==> config.mk <==
export PLATFORM = sky130hd
export DESIGN_NAME = tdm_demux4
export DESIGN_NICKNAME = d
export VERILOG_FILES = /design/src/rtl/tdm_demux4.sv
export SDC_FILE = /design/constraint.sdc
export NUM_CORES = 1
export LEC_CHECK = 0
export BUFFER_PORTS_ARGS = -buffer_cell sky130_fd_sc_hd__buf_4
export CAP_MARGIN = 40
export CORE_ASPECT_RATIO = 0.8
export CORE_MARGIN = 10
export CORE_UTILIZATION = 35
export DETAILED_ROUTE_END_ITERATION = 6
export GPL_TIMING_DRIVEN = 0
export HOLD_SLACK_MARGIN = 0.05
export MAX_ROUTING_LAYER = met4
export SKIP_CTS_REPAIR_TIMING = 1
export SYNTH_ARGS = -nofsm -noshare
export SYNTH_HDL_FRONTEND = slang
export SYNTH_SLANG_ARGS = --single-unit
export TNS_END_PERCENT = 30
==> constraint.sdc <==
create_clock -name clk -period 2 [get_ports clk]
set_clock_uncertainty 0.15 [all_clocks]
set_input_delay 0.3 -clock clk [delete_from_list [all_inputs] [get_ports clk]]
set_output_delay 0.3 -clock clk [all_outputs]
set_load 0.1 [all_outputs]
==> src/rtl/tdm_demux4.sv <==
`timescale 1ns/1ps
// Receive end of a 4:1 slot-multiplexed link. Collects slots 0..3 into
// shadow registers and publishes all four channels together when a frame completes.
module tdm_demux4 #(
  parameter int unsigned DATA_W = 8
) (
  input  logic              clk,
  input  logic              rst_n,
  input  logic              din_valid,
  input  logic              frame_sync,
  input  logic [DATA_W-1:0] din,
  output logic [DATA_W-1:0] dout0,
  output logic [DATA_W-1:0] dout1,
  output logic [DATA_W-1:0] dout2,
  output logic [DATA_W-1:0] dout3,
  output logic              dout_valid,
  output logic [1:0]        slot,
  output logic              locked,
  output logic              frame_err,
  output logic [7:0]        frame_cnt
);

  localparam int unsigned SLOT_W = 2;
  localparam int unsigned CNT_W  = 8;

  typedef enum logic [0:0] {
    IDLE = 1'b0,
    RUN  = 1'b1
  } state_t;

  state_t state_q, state_d;

  logic [SLOT_W-1:0] slot_q, slot_d;
  logic [DATA_W-1:0] shadow0_q, shadow0_d;
  logic [DATA_W-1:0] shadow1_q, shadow1_d;
  logic [DATA_W-1:0] shadow2_q, shadow2_d;
  logic [DATA_W-1:0] dout0_q, dout0_d;
  logic [DATA_W-1:0] dout1_q, dout1_d;
  logic [DATA_W-1:0] dout2_q, dout2_d;
  logic [DATA_W-1:0] dout3_q, dout3_d;
  logic              dout_valid_q, dout_valid_d;
  logic              frame_err_q, frame_err_d;
  logic [CNT_W-1:0]  frame_cnt_q, frame_cnt_d;

  // State register
  always_ff @(posedge clk) begin
    if (!rst_n) begin
      state_q <= IDLE;
    end else begin
      state_q <= state_d;
    end
  end

  // Next state: sync acquires lock, a slot-0 beat without sync drops it
  always_comb begin
    state_d = state_q;
    if (din_valid) begin
      unique case (state_q)
        IDLE: begin
          if (frame_sync) begin
            state_d = RUN;
          end
        end
        RUN: begin
          if (!frame_sync && (slot_q == SLOT_W'(0))) begin
            state_d = IDLE;
          end
        end
        default: state_d = IDLE;
      endcase
    end
  end

  // Datapath and flag next values
  always_comb begin
    slot_d       = slot_q;
    shadow0_d    = shadow0_q;
    shadow1_d    = shadow1_q;
    shadow2_d    = shadow2_q;
    dout0_d      = dout0_q;
    dout1_d      = dout1_q;
    dout2_d      = dout2_q;
    dout3_d      = dout3_q;
    dout_valid_d = 1'b0;
    frame_err_d  = 1'b0;
    frame_cnt_d  = frame_cnt_q;

    if (din_valid) begin
      unique case (state_q)
        IDLE: begin
          if (frame_sync) begin
            shadow0_d = din;
            slot_d    = SLOT_W'(1);
          end
        end
        RUN: begin
          if (frame_sync) begin
            // A sync anywhere but slot 0 restarts the frame from this beat
            frame_err_d = (slot_q != SLOT_W'(0));
            shadow0_d   = din;
            slot_d      = SLOT_W'(1);
          end else begin
            unique case (slot_q)
              SLOT_W'(0): begin
                frame_err_d = 1'b1;
                slot_d      = SLOT_W'(0);
              end
              SLOT_W'(1): begin
                shadow1_d = din;
                slot_d    = SLOT_W'(2);
              end
              SLOT_W'(2): begin
                shadow2_d = din;
                slot_d    = SLOT_W'(3);
              end
              default: begin
                dout0_d      = shadow0_q;
                dout1_d      = shadow1_q;
                dout2_d      = shadow2_q;
                dout3_d      = din;
                dout_valid_d = 1'b1;
                frame_cnt_d  = frame_cnt_q + CNT_W'(1);
                slot_d       = SLOT_W'(0);
              end
            endcase
          end
        end
        default: begin
          slot_d = SLOT_W'(0);
        end
      endcase
    end
  end

  // Datapath and output registers
  always_ff @(posedge clk) begin
    if (!rst_n) begin
      slot_q       <= '0;
      shadow0_q    <= '0;
      shadow1_q    <= '0;
      shadow2_q    <= '0;
      dout0_q      <= '0;
      dout1_q      <= '0;
      dout2_q      <= '0;
      dout3_q      <= '0;
      dout_valid_q <= 1'b0;
      frame_err_q  <= 1'b0;
      frame_cnt_q  <= '0;
    end else begin
      slot_q       <= slot_d;
      shadow0_q    <= shadow0_d;
      shadow1_q    <= shadow1_d;
      shadow2_q    <= shadow2_d;
      dout0_q      <= dout0_d;
      dout1_q      <= dout1_d;
      dout2_q      <= dout2_d;
      dout3_q      <= dout3_d;
      dout_valid_q <= dout_valid_d;
      frame_err_q  <= frame_err_d;
      frame_cnt_q  <= frame_cnt_d;
    end
  end

  assign dout0      = dout0_q;
  assign dout1      = dout1_q;
  assign dout2      = dout2_q;
  assign dout3      = dout3_q;
  assign dout_valid = dout_valid_q;
  assign slot       = slot_q;
  assign locked     = (state_q == RUN);
  assign frame_err  = frame_err_q;
  assign frame_cnt  = frame_cnt_q;

endmodule

==> impl_metrics.toml <==
[cts]
cts_tree = "done"
cts_buffers = 9
cts_buffer_depth = 2
htree_num_levels = 3
clock_latency_ns = 0.35
clk_pin_slew_ns = 0.08
cts.sinks = 69
cts-root-buf = "clkbuf_8"

[layout]
n_antenna_cell = 0
area_growth_pct = 30.5
regArea_mm2 = 0.00139
multi_input_area_mm2 = 0.00107
design_area_mm2 = 0.00336
instances_no_fill = 477
fillers = 727
nNetsFinal = 403
drive_gt1_share_pct = 23.1

[worst_setup_path]
critPathCaptureType = "register"
critPathArrivalTime_ns = 1.83
crit_type = "register to register"
required_ns = 2.12
path_max_fanout = 10
crit_path_start_kind = "register"

[floorplan]
core_area_mm2 = 0.00703
ios = 57
die_x_um = 116
start_util_pct = 36.7
die-area_mm2 = 0.0112
die_h_um = 96.8
rows = 27

[power]
powerDensity_mw_per_mm2 = 870
p_leak_nw = 1.30
max-vdd-ir-drop_mv = 0.442

[detailed_routing]
wl_um = 6980
vias = 2314
drcViolationCount = 0
ant_nets = 0
routed_via_density = 4.85
firstDrtPassIters = 4
wl_per_cell_um = 14.6
drt-initial-drc-count = 99

[sta]
tns_ns = 0
hold_viol = 0
setup_slack_ns = 0.293
rsz0062_at_grt = "no"
period_share_pct = 85.4
slew_headroom_pct = 65.4
slew_viol_final = 0
fmax_ghz = 0.586
fin_hold_ws_ns = 0.0758
worst_pin_slew_ns = 0.520
setup_violations = 0
period_needed_ns = 1.71

[place]
hpwl_um = 5110
pre_cts_ws_ns = 0.217
dp_cells = 461
gp_routability_congestion = 0.788
io_buffers = 56
placed_area_mm2 = 0.00311

[yosys]
ys.flop_type = "dfxtp_1"
syn_nets = 336
synth.area.top_cells = "dfxtp_1 54%, nand2_1 17%, a21oi_1 12%"
yosysMostFrequentCell = "nand2_1"
synth_commonest_cells = "119 x nand2_1, 69 x dfxtp_1, 64 x a21oi_1"
yosysSeqAreaShare_pct = 53.6
syn-cell-area_mm2 = 0.00258
synthArstFlopShare_pct = 0
ys_types = 27
synth_seq_cells = 69
yosysWarningCount = 0
synth.avg_cell_area_um2 = 8.11
yosys.area.top_type = "dfxtp_1"
netlist.area_leader.share_pct = 53.6
synth-edff-count = 0
synthCells = 318

[global_routing]
gr-usage-all-layers_pct = 12.8
grt_overflow = 0
grt_pass1_vias = 2220
grt_max_degree = 13
antenna_found_initial = 0
grt_pass1_wl_um = 11100

[flow_run]
maxCapViolations = 0

[outcome]
status = "finished clean"

[min_path]
hp-class = "input pin to register"
[critical path, stage by stage (launching register included)]
cell and delay, ns:
dfxtp_2 0.34, ha_1 0.24, nand4b_4 0.16, buf_2 0.26
buf_2 0.27, nand2_1 0.07, a21oi_1 0.14
[cell type report]
type	instances	area share (%)
Buffer	21	2.83
Clock buffer	11	4.20
Clock inverter	5	3.20
Inverter	7	0.781
Multi-Input combinational cell	221	32.0
Sequential cell	69	41.3
Tap cell	87	3.24
Timing Repair Buffer	56	12.5
[cell families (layout without fill, tap and decap cells)]
group	Yosys count	count (layout)	share of synthesized area, %
xor gates and xnor gates	1	1	0.340
buffers and inverters	28	100	4.71
adders and majority gates	6	6	2.91
DFF	69	69	53.6
muxes	1	1	0.388
AOI/OAI and AO/OA	72	72	14.4
and+or+nand+nor	141	141	23.6
[metrics by stage]
stage / power [W] / utilization (%)
6_report: 0.00293 / 47.9
5_1_grt: 0.00303 / 47.9
4_1_cts: 0.00296 / 47.9
3_5_place_dp: 0.00157 / 44.3
3_3_place_gp: 0.00156 / 44.3
2_1_floorplan: 0.00151 / -
[state kept, by name (all words and copies together), names as in the netlist, 2 cells and up]
signal and flops:
frame_cnt 8, shadow2_q 8, dout3 8, slot 2
dout2 8, shadow0_q 8, dout0 8, shadow1_q 8
dout1 8
[cells in the final DEF, fill, tap and decap left out, drive strengths merged]
cell	n
nand2	119
dfxtp	69
buf	68
a21oi	64
clkbuf	20
inv	7
ha	6
o21ai	4
and4b	3
o31ai	3
or3	3
nor2	3
bufinv	3
nand4b	3
nand3	2
or4	2
nand4	2
clkinv	2
and2	1
xnor2	1
a311oi	1
nor3	1
nand2b	1
nor4	1
mux2i	1
[power by group]
group	switching [W]	internal [W]	leakage [nW]	total [W]
combinational	0.0000994	0.0000414	0.618	0.000141
sequential	0.00000762	0.00139	0.560	0.00139
clock	0.000525	0.000867	0.124	0.00139
total	0.000632	0.00229	1.30	0.00293
[worst paths after layout]
kind / endpoint / cells past startpoint / startpoint / slack (ns)
max: dout3[7] / 6 / slot[0] / 0.29
min reg2reg: dout1[0] / 2 / shadow1_q[0] / 0.30
min: shadow0_q[5] / 3 / din[5] / 0.08
max reg2reg: dout3[7] / 6 / slot[0] / 0.29
[metal layers]
layer	GRT usage, %	share of wire [%]
met2	19.3	45
met5	-	0
met4	3.72	1.1
met1	15.4	47
met3	4.87	6.7
(Power assumes the default switching activity.)
